$ cat src/rtl/dmem_arbiter.sv
// dmem_arbiter: shares the single-port synchronous data RAM between the CPU
// datapath (port C) and the debug/program-loader port (port D).
// Round-robin per access; port D may lock ownership for a bounded burst.
//
// Handshake: a port's access transfers in any cycle where req & gnt = 1.
// gnt is combinational from req and the registered arbitration state, at most
// one gnt is high per cycle, and a requester holds req/we/addr/wdata stable
// until it sees gnt. Read data returns exactly one cycle after the granted
// read, flagged by the owner's rvalid; writes never produce rvalid.
module dmem_arbiter #(
  parameter int AW       = 8,
  parameter int DW       = 16,
  parameter int MAX_LOCK = 16
) (
  input  logic          clk,
  input  logic          rst,
  input  logic          c_req,
  input  logic          c_we,
  input  logic [AW-1:0] c_addr,
  input  logic [DW-1:0] c_wdata,
  output logic          c_gnt,
  output logic          c_rvalid,
  output logic [DW-1:0] c_rdata,
  input  logic          d_req,
  input  logic          d_we,
  input  logic [AW-1:0] d_addr,
  input  logic [DW-1:0] d_wdata,
  input  logic          d_lock,
  output logic          d_gnt,
  output logic          d_rvalid,
  output logic [DW-1:0] d_rdata,
  output logic          mem_en,
  output logic          mem_we,
  output logic [AW-1:0] mem_addr,
  output logic [DW-1:0] mem_wdata,
  input  logic [DW-1:0] mem_rdata,
  output logic [1:0]    dbg_state
);

  localparam int CW = $clog2(MAX_LOCK) + 1;
  localparam logic [CW-1:0] CNT_LAST = CW'(MAX_LOCK - 1);

  localparam logic [1:0] ST_OPEN    = 2'd0;
  localparam logic [1:0] ST_LOCKED  = 2'd1;
  localparam logic [1:0] ST_RELEASE = 2'd2;

  logic [1:0]    state, state_nx;
  logic          last_d, last_d_nx;   // 1: port D owned the most recent grant
  logic [CW-1:0] lock_cnt, lock_cnt_nx;
  logic          tag_valid;           // a read was granted last cycle
  logic          tag_d;               // ... and port D owned it

  assign dbg_state = state;

  // Grant decision: lock gives D absolute priority, release hands one cycle to C.
  always_comb begin
    c_gnt = 1'b0;
    d_gnt = 1'b0;
    if (!rst) begin
      case (state)
        ST_LOCKED:  d_gnt = d_req;
        ST_RELEASE: c_gnt = c_req;
        default: begin
          if (c_req && d_req) begin
            c_gnt = last_d;
            d_gnt = !last_d;
          end else begin
            c_gnt = c_req;
            d_gnt = d_req;
          end
        end
      endcase
    end
  end

  // Next arbitration state; dropping d_lock wins over counter expiry.
  always_comb begin
    state_nx    = state;
    last_d_nx   = last_d;
    lock_cnt_nx = lock_cnt;
    case (state)
      ST_LOCKED: begin
        if (!d_lock) begin
          state_nx    = ST_OPEN;
          last_d_nx   = 1'b1;
          lock_cnt_nx = '0;
        end else if (lock_cnt == CNT_LAST) begin
          state_nx    = ST_RELEASE;
          lock_cnt_nx = '0;
        end else begin
          lock_cnt_nx = lock_cnt + CW'(1);
        end
      end
      ST_RELEASE: begin
        state_nx  = ST_OPEN;
        last_d_nx = 1'b1;
      end
      default: begin
        if (d_gnt) begin
          last_d_nx = 1'b1;
          if (d_lock) begin
            state_nx    = ST_LOCKED;
            lock_cnt_nx = CW'(1);
          end
        end else if (c_gnt) begin
          last_d_nx = 1'b0;
        end
      end
    endcase
  end

  // Arbitration state registers; reset leaves D as last owner so C wins first.
  always_ff @(posedge clk) begin
    if (rst) begin
      state    <= ST_OPEN;
      last_d   <= 1'b1;
      lock_cnt <= '0;
    end else begin
      state    <= state_nx;
      last_d   <= last_d_nx;
      lock_cnt <= lock_cnt_nx;
    end
  end

  // RAM drive: mux the granted port, all zero when idle.
  always_comb begin
    mem_en    = c_gnt | d_gnt;
    mem_we    = 1'b0;
    mem_addr  = '0;
    mem_wdata = '0;
    if (c_gnt) begin
      mem_we    = c_we;
      mem_addr  = c_addr;
      mem_wdata = c_wdata;
    end else if (d_gnt) begin
      mem_we    = d_we;
      mem_addr  = d_addr;
      mem_wdata = d_wdata;
    end
  end

  // Read tag: remembers who owns the data the RAM returns next cycle.
  always_ff @(posedge clk) begin
    if (rst) begin
      tag_valid <= 1'b0;
      tag_d     <= 1'b0;
    end else begin
      tag_valid <= mem_en & ~mem_we;
      tag_d     <= d_gnt;
    end
  end

  // Read return steering; rst masks a read that was in flight.
  always_comb begin
    c_rvalid = tag_valid & ~tag_d & ~rst;
    d_rvalid = tag_valid & tag_d & ~rst;
    c_rdata  = c_rvalid ? mem_rdata : '0;
    d_rdata  = d_rvalid ? mem_rdata : '0;
  end

endmodule
$ cat config.mk
export PLATFORM = sky130hd
export DESIGN_NAME = dmem_arbiter
export DESIGN_NICKNAME = d
export VERILOG_FILES = /design/src/rtl/dmem_arbiter.sv
export SDC_FILE = /design/constraint.sdc
export NUM_CORES = 1
export LEC_CHECK = 0
export ABC_AREA = 0
export BUFFER_PORTS_ARGS = -buffer_cell sky130_fd_sc_hd__buf_2
export CAP_MARGIN = 20
export CORE_MARGIN = 2
export CORE_UTILIZATION = 25
export CTS_BUF_LIST = sky130_fd_sc_hd__clkbuf_2
export DETAILED_ROUTE_END_ITERATION = 10
export PLACE_DENSITY = 0.69
export SLEW_MARGIN = 20
export SYNTH_ARGS = -nofsm -noshare
export SYNTH_HDL_FRONTEND = slang
export SYNTH_SLANG_ARGS = --single-unit
$ cat constraint.sdc
create_clock -name clk -period 3.7 [get_ports clk]
set_input_delay 0.74 -clock clk [delete_from_list [all_inputs] [get_ports clk]]
set_output_delay 0.74 -clock clk [all_outputs]
set_load 0.02 [all_outputs]
==> metrics.cfg, run 1 <==
[timing]
rsz0062_at_grt = no
hold_viol = 0
slew_headroom = 0.4860
max_freq_ghz = 0.3090
min_period_ns = 3.236
finalClockSkew_ns = 0.004756
fin_crit_sh = 0.8745
drv_slew = 0
setup_viol = 0
tns_ns = 0
worstMarginPinSlew_ns = 0.7676
finalWorstSetupSlack_ns = 0.4642

[detailed_routing]
drt-initial-drc-count = 68
num_vias = 1460
routed_wl_um = 3890
first_pass_iters = 4
vias_per_cell = 4.725
ant_nets = 0
drc = 0
avgRoutedWirePerCell_um = 12.59

[synth]
synth_seq_cells = 10
synth_ff_type = dfxtp_1
synth_top_family_by_area = compound AO/OA/AOI/OAI gates
synth_simple_gate_area_share = 0.3379
synthAdderAreaFrac = 0.04598
synth_xor_area_frac = 0
postSynthAreaPerCell_um2 = 8.309
synth_mux_area_frac = 0.009195
synthArstFlopShare = 0
yosys.area.top_type = a22o_1
synth.distinct_cells = 36
netlist_instances = 131
syn_area_um2 = 1089
synth_compound_area_frac = 0.3391
ys_top_cells_by_area = a22o_1 21%, and2_1 18%, dfxtp_1 18%
yosys.area.top_type_share = 0.2092
synth_edf_count = 0
yosys_warnings = 0
synth_nets = 206
synth.yosys.seq_area_share = 0.1839

[setup_path]
reg2reg_to = last_d
reg2regPathDepth = 6
worstPathRequired_ns = 2.96
critical-path-top-delay-family = compound AO/OA/AOI/OAI gates
cpPeakStageDelay_ns = 0.50
cp.depth = 6
path_buf_inv = 2
r2r-start = dbg_state[0]
worst_ep_arrival_time_ns = 2.50
cp-start-kind = flip-flop
critPathKind = flip-flop to primary output
crit_slowest_cell = nor2_4
path_cells = inv_1, ha_1, o2111a_4, nor2_4, a22o_1, buf_2
critical_path.endpoint_type = primary output
crit_fanout = 31
regToRegSetupSlack_ns = 1.76

[flow_run]
max_cap_violations = 0

[pwr]
p_per_area_nw_per_um2 = 402.1
pwr-share-comb = 0.718
p_sw_uw = 361.5
vdd_drop_max_uv = 315.2
p_int_uw = 349.8
power.share.switching = 0.5082
p_clk_frac = 0.081
seqPwrFrac = 0.201
leakage_nw = 1.077

[clocking]
hold_buffers = 0
ctsResizeCount = 0
cts_tree = yes
clkSinkCount = 10
cts_max_path_buffers = 2
cts_made_buffers = 3
clk_latency_ns = 0.25
cts_setup_buffers = 0
clk_pin_slew_ns = 0.10
cts-htree-levels = 1
clock-root-buffer = clkbuf_2

[hold_path]
min_from = lock_cnt[4]
hold_end = lock_cnt[4]
hold_class = flip-flop to flip-flop
worst_hold_path.num_cells = 1

[floorplanning]
io_pins = 135
die-area_um2 = 4898
core_um2 = 4086
rows = 23
die_w_um = 69.99
start_util = 0.2664
die_y_um = 69.99

[global_route]
grt_use_met3 = 0.03896
grt_max_degree = 32
use_met1 = 0.1880
grt_overflow = 0
grt_antenna_before_repair = 0
grt_pass1_wl_um = 6161
grt.busiest_layer = met2
grt_pass1_vias = 1273
met2_usage = 0.2540
grt_usage = 0.1475

[finish]
multi_input_area_um2 = 797.0
seqCellArea_um2 = 200.2
drive_gt1_frac = 0.5598
n_antenna_cell = 0
area.growth.synth_to_final_pct = 62.53
final_nets = 336
fillers = 410

[placed_design]
routabilityCongestion = 0.8992
dp_slack_ns = 0.6922
dp_hpwl_um = 3201
io_buffers = 134

[run_status]
status = finished clean

-- synth_stat cells, types with 2 or more instances --
cell and number:
nor2b_1 2, buf_6 4, o31ai_1 2, ha_1 4
nand3_1 3, inv_1 5, nand3b_1 2, nand2b_1 2
dfxtp_1 10, nand4b_1 2, a22o_1 26, clkbuf_1 2
buf_2 3, nand2_1 6, and2_1 32, nor2_1 3
a21oi_1 4
-- per-stage QoR --
step / hold slack [ns] / total power [mW] / instances / area (um^2) / utilization
6_report: 0.4518 / 0.7114 / 309 / 1769 / 0.4329
3_5_place_dp: 0.4407 / 0.6547 / 306 / 1754 / 0.4293
4_1_cts: 0.4534 / 0.7151 / 309 / 1769 / 0.4329
2_1_floorplan: 0.4227 / 0.5132 / 131 / 1089 / -
3_3_place_gp: 0.4367 / 0.6545 / 306 / 1754 / 0.4293
5_1_grt: 0.4614 / 0.7688 / 309 / 1769 / 0.4329
-- registers in the layout (all words and copies together), names as in the netlist --
register   cells
dbg_state      2
last_d         1
lock_cnt       5
tag_d          1
tag_valid      1
-- layout make-up --
class | count | share of cell area
multi-input combinational | 106 | 0.4505
timing repair buffer | 134 | 0.3791
sequential | 10 | 0.1132
tap | 50 | 0.03536
inverter | 6 | 0.01344
clock buffer | 3 | 0.008487
-- how the worst max path moves through the flow --
stage,startpoint,to
floorplan,dbg_state[0],mem_addr[0]
global placement,rst,mem_wdata[11]
detailed placement,rst,mem_wdata[3]
CTS,dbg_state[0],mem_wdata[4]
global route,dbg_state[0],mem_wdata[11]
finish,dbg_state[0],mem_wdata[4]
-- layout by cell type (no fill, tap or decap) --
cell type / instances
a21oi_1: 4
a221o_1: 1
a22o_1: 26
a31oi_1: 1
a41oi_2: 1
and2_1: 32
and3_1: 1
buf_2: 134
clkbuf_2: 3
clkinv_2: 1
dfxtp_1: 10
ha_1: 4
inv_1: 5
mux2i_1: 1
nand2_1: 6
nand2_2: 1
nand2b_1: 2
nand3_1: 3
nand3b_1: 2
nand4_1: 1
nand4b_1: 2
nor2_1: 3
nor2_4: 1
nor2b_1: 2
nor2b_2: 1
nor3b_2: 1
o2111a_4: 1
o211a_1: 1
o211ai_2: 1
o21a_1: 1
o21ai_0: 1
o221ai_1: 1
o311a_1: 1
o31ai_1: 2
or4b_1: 1
-- metal layers --
metal	part of all wire	wire [um]
met4	0.0075	29
met5	0	0
met1	0.43	1662
met3	0.090	352
met2	0.47	1845
-- cell families (layout without fill, tap and decap cells) --
logic type / after synthesis / in the layout
simple gates: 59 / 59
compound gates: 42 / 42
buf+inv: 15 / 143
flops: 10 / 10
fa+ha+maj: 4 / 4
mux: 1 / 1
-- power by group through the flow --
stage	sequential [mW]	clock [mW]	combinational, mW
after floorplan	0.153	0	0.361
after global placement	0.146	0	0.509
after detailed placement	0.146	0	0.509
after CTS	0.143	0.0601	0.512
after global routing	0.146	0.0664	0.557
final	0.143	0.0577	0.511
Note: power is estimated with default switching activity, not from simulation.
==> inputs of run 2 (changes only) <==
Settings changed: CTS_BUF_LIST sky130_fd_sc_hd__clkbuf_2 to sky130_fd_sc_hd__clkbuf_2 sky130_fd_sc_hd__clkbuf_4 sky130_fd_sc_hd__clkbuf_8, GPL_TIMING_DRIVEN set to 0, SKIP_LAST_GASP set to 1.
==> run 2 against run 1 <==
Effect of this change: worst hold slack got worse by 0.016 ns; via count rose by 3.6%; first-iteration DRC count is 43% lower; critical endpoint is now mem_wdata[3]; die area stayed put; power is 11% higher; sequential power about the same; setup slack gained 0.34 ns; core utilization up 2.2 points; flip-flop and latch count did not move; clock skew decreased by 0.0033 ns; clock power increased by 87%; sequential share of layout area down 0.54 points.
==> metrics.cfg, run 2 (synthesis results as in run 1) <==
[setup_path]
critPathKind = flip-flop to primary output
worst_ep_arrival_time_ns = 2.15
worstPathRequired_ns = 2.96
cp-start-kind = flip-flop
critical_path.endpoint_type = primary output
crit_fanout = 10

[clocking]
ctsResizeCount = 0
clk_pin_slew_ns = 0.04
clock-root-buffer = clkbuf_8
cts_tree = yes
cts_setup_buffers = 0
clkSinkCount = 10
cts_made_buffers = 3
clk_latency_ns = 0.23
cts_max_path_buffers = 2
cts-htree-levels = 1
hold_buffers = 0

[floorplanning]
core_um2 = 4086
rows = 23
die-area_um2 = 4898
start_util = 0.2664
io_pins = 135
die_w_um = 69.99
die_y_um = 69.99

[global_route]
grt_pass1_wl_um = 6568
grt_overflow = 0
grt_max_degree = 11
grt_antenna_before_repair = 0
grt_pass1_vias = 1394
grt_usage = 0.1568

[finish]
final_core_util = 0.4547
largest_register_ffs = 5
seqCellArea_um2 = 200.2
n_antenna_cell = 0
drive_gt1_frac = 0.5655
multi_input_area_um2 = 797.0
mostFrequentLayoutCells = 136 x buf_2, 32 x and2_1, 26 x a22o_1, 10 x dfxtp_1, 6 x nand2_1
final_common_cell = buf_2
area.growth.synth_to_final_pct = 70.69
final_nets = 344
fillers = 406
regMostFlops = lock_cnt

[detailed_routing]
avgRoutedWirePerCell_um = 12.88
num_vias = 1512
drt-initial-drc-count = 39
vias_per_cell = 4.770
ant_nets = 0
routed_wl_um = 4084
drc = 0
first_pass_iters = 4

[timing]
tns_ns = 0
min_period_ns = 2.891
setup_viol = 0
slew_headroom = 0.6989
hold_viol = 0
finalWorstSetupSlack_ns = 0.8088
worstMarginPinSlew_ns = 0.4497
finalClockSkew_ns = 0.001428
drv_slew = 0
rsz0062_at_grt = no
fin_crit_sh = 0.7814
max_freq_ghz = 0.3459

[pwr]
seqPwrFrac = 0.182
power.share.switching = 0.4706
p_sw_uw = 371.1
p_int_uw = 417.4
pwr-share-comb = 0.681
leakage_nw = 1.125
p_clk_frac = 0.137
p_per_area_nw_per_um2 = 424.4
vdd_drop_max_uv = 348.0

[placed_design]
routabilityCongestion = 0.7594
dp_slack_ns = 0.9942
dp_hpwl_um = 3493
io_buffers = 133

[flow_run]
max_cap_violations = 0

[run_status]
status = finished clean

[hold_path]
hold_class = flip-flop to flip-flop

run 2: cell types whose count changed in the layout (fill, tap and decap cells not counted), sizes merged:
cell    previous run  this run
buf              134       140
clkbuf             3         5
run 2: final timing paths:
kind	depth (start not counted)	endpoint	start	slack (ns)
setup / recovery	7	mem_wdata[3]	dbg_state[0]	0.81
setup reg to reg	7	last_d	dbg_state[0]	1.87
hold reg to reg	1	lock_cnt[4]	lock_cnt[4]	0.44
hold / removal	1	lock_cnt[4]	lock_cnt[4]	0.44
run 2: worst max-delay path, cell delays in order (launching register included):
cell and delay (ns):
dfxtp_1 0.36, inv_1 0.07, ha_1 0.41, o2111a_4 0.37, nor2_4 0.21, buf_6 0.17, a22o_1 0.15, buf_2 0.17
run 2: routing by layer:
layer  track usage  routed length, um  up-vias
li1              -                  -      756
met1        0.1933               1665      671
met2        0.2847               2042       81
met3       0.02742                340        4
met4       0.02991                 36        0
met5             0                  0        -
run 2: area by class of cell:
type | count | area share
Tap cell | 50 | 0.03367
Inverter | 6 | 0.01279
Timing Repair Buffer | 133 | 0.3582
Buffer | 9 | 0.03636
Clock buffer | 3 | 0.02222
Sequential cell | 10 | 0.1077
Multi-Input combinational cell | 106 | 0.4290
run 2: power groups by stage:
stage	Sequential, mW	Combinational (mW)	Clock (mW)
4_1_cts	0.144	0.540	0.112
3_5_place_dp	0.146	0.537	0
5_1_grt	0.147	0.582	0.117
2_1_floorplan	0.153	0.361	0
3_3_place_gp	0.146	0.532	0
6_report	0.144	0.537	0.108
run 2: metrics by stage:
stage                     power (mW)  hold slack [ns]  area (um^2)  cells
final                         0.7885           0.4355         1858    317
after global routing          0.8459           0.4440         1858    317
after CTS                     0.7951           0.4371         1858    317
after detailed placement      0.6836           0.4311         1817    314
after global placement        0.6773           0.4272         1817    314
after floorplan               0.5132           0.4227         1089    131
==> inputs of run 3 (changes only) <==
Settings changed: PLACE_DENSITY 0.69 to 0.71.
Clock period 3.7 ns to 2.3 ns, I/O delays scaled along.
==> run 3 against run 2 <==
Effect of this change: setup slack got worse by 0.81 ns; flip-flop and latch count unchanged; via count increased by 2.3%; final cell count increased by 2.5%.
==> metrics.cfg, run 3 (synthesis results as in run 1) <==
[finish]
stdcell_area_um2 = 2003
final_common_cell = buf_2
mostFrequentLayoutCells = 122 x buf_2, 32 x and2_1, 26 x a22o_1, 18 x buf_4, 8 x dfxtp_1
fillers = 415
area.growth.synth_to_final_pct = 84.02
n_antenna_cell = 0
final_nets = 352
regMostFlops = lock_cnt
fin_cells = 325
drive_gt1_frac = 0.5964
largest_register_ffs = 5

[clocking]
cts_max_path_buffers = 2
hold_buffers = 0
cts-htree-levels = 1
clk_latency_ns = 0.23
clk_pin_slew_ns = 0.05
cts_made_buffers = 3
cts_tree = yes
clkSinkCount = 10
clock-root-buffer = clkbuf_8

[setup_path]
worstPathRequired_ns = 1.84
critical_path.endpoint_type = primary output
critPathKind = flip-flop to primary output
crit_slowest_cell = dfxtp_2
path_cells = ha_4, o2111a_4, nor2_4, buf_6, a22o_1, buf_2
cp-start-kind = flip-flop
cpPeakStageDelay_ns = 0.38
crit_fanout = 6
reg2reg_to = dbg_state[1]
regToRegSetupSlack_ns = 0.63
reg2regPathDepth = 6
r2r-start = dbg_state[1]
worst_ep_arrival_time_ns = 1.84

[timing]
drv_slew = 0
worstMarginPinSlew_ns = 0.4248
rsz0062_at_grt = yes
slew_headroom = 0.7155
finalClockSkew_ns = 0.003052
fin_crit_sh = 0.9991
hold_viol = 0
hold_ws_ns = 0.4417
min_period_ns = 2.298
setup_viol = 0
max_freq_ghz = 0.4352

[floorplanning]
io_pins = 135
start_util = 0.2664
die-area_um2 = 4898
die_y_um = 69.99
rows = 23
core_um2 = 4086
die_w_um = 69.99

[placed_design]
place_inst = 314
io_buffers = 133
place_area_um2 = 1818
routabilityCongestion = 0.7502
dp_hpwl_um = 3381

[hold_path]
min_from = d_we
hold_end = tag_valid
hold_class = primary input to flip-flop
worst_hold_path.num_cells = 2

[pwr]
leakage_nw = 1.172
p_per_area_nw_per_um2 = 728.7
vdd_drop_max_uv = 520.3

[global_route]
grt_usage = 0.1687
grt_overflow = 0
grt_antenna_before_repair = 0
grt_max_degree = 11
grt_pass1_wl_um = 7044
grt_pass1_vias = 1507

[detailed_routing]
routed_wl_um = 4353
num_vias = 1547
ant_nets = 0
drc = 0
vias_per_cell = 4.760
avgRoutedWirePerCell_um = 13.39
first_pass_iters = 4
drt-initial-drc-count = 43

[run_status]
status = finished clean

[flow_run]
max_cap_violations = 0

==> run 3: cell types whose count changed in the layout (fill, tap and decap cells not counted), sizes merged <==
cell and delta:
buf +8
==> run 3: power breakdown <==
part	internal (mW)	leakage [nW]	switching, mW	total (mW)
registers	0.208	0.0823	0.0277	0.236
clock network	0.114	0.0216	0.0655	0.180
logic	0.485	1.07	0.559	1.04
total	0.808	1.17	0.652	1.46
==> run 3: worst max-delay path, delay by kind of cell (launching register included) <==
kind | cells | cell delay, ns
simple gates | 1 | 0.23
fa+ha+maj | 1 | 0.24
compound gates | 2 | 0.44
flops | 1 | 0.38
buf+inv | 2 | 0.32
==> run 3: stage by stage <==
stage | utilization | worst slack [ns] | TNS [ns] | power (mW)
5_1_grt | 0.4902 | -0.07947 | -1.485 | 1.554
4_1_cts | 0.4896 | 0.002291 | 0 | 1.451
6_report | 0.4902 | 0.002168 | 0 | 1.460
2_1_floorplan | - | 0.09215 | 0 | 0.8271
3_5_place_dp | 0.4449 | -0.006461 | -0.01222 | 1.098
3_3_place_gp | 0.4449 | 0.01650 | 0 | 1.089
==> run 3: final cells by class <==
cell class                      count  area [um^2]  area share
Timing Repair Buffer              141        784.5      0.3916
Sequential cell                    10        202.7      0.1012
Clock buffer                        3        41.29     0.02061
Buffer                              9        67.56     0.03373
Multi-Input combinational cell    106        820.8      0.4097
Tap cell                           50        62.56     0.03123
Inverter                            6        23.77     0.01187
==> run 3: worst max-delay path by stage <==
stage | end | start | slack (ns)
final | mem_wdata[4] | dbg_state[1] | 0.002
after global routing | mem_wdata[4] | dbg_state[1] | -0.08
after CTS | mem_addr[6] | dbg_state[1] | 0.002
after detailed placement | mem_addr[6] | dbg_state[0] | -0.006
after global placement | mem_wdata[2] | dbg_state[0] | 0.02
after floorplan | mem_addr[0] | dbg_state[0] | 0.09
==> run 3: per-layer routing <==
metal / up-vias / global-route usage / part of all wire
li1: 769 / - / -
met1: 697 / 0.1995 / 0.40
met2: 79 / 0.3101 / 0.51
met3: 2 / 0.04040 / 0.082
met4: 0 / 0.02991 / 0.0037
met5: - / 0 / 0
==> run 3: repair_timing <==
action,in CTS,in global routing
cloned,2,0
setup buffers,6,0
resized for setup,24,1
endpoints found under the setup margin,27,24
pin swaps,3,0
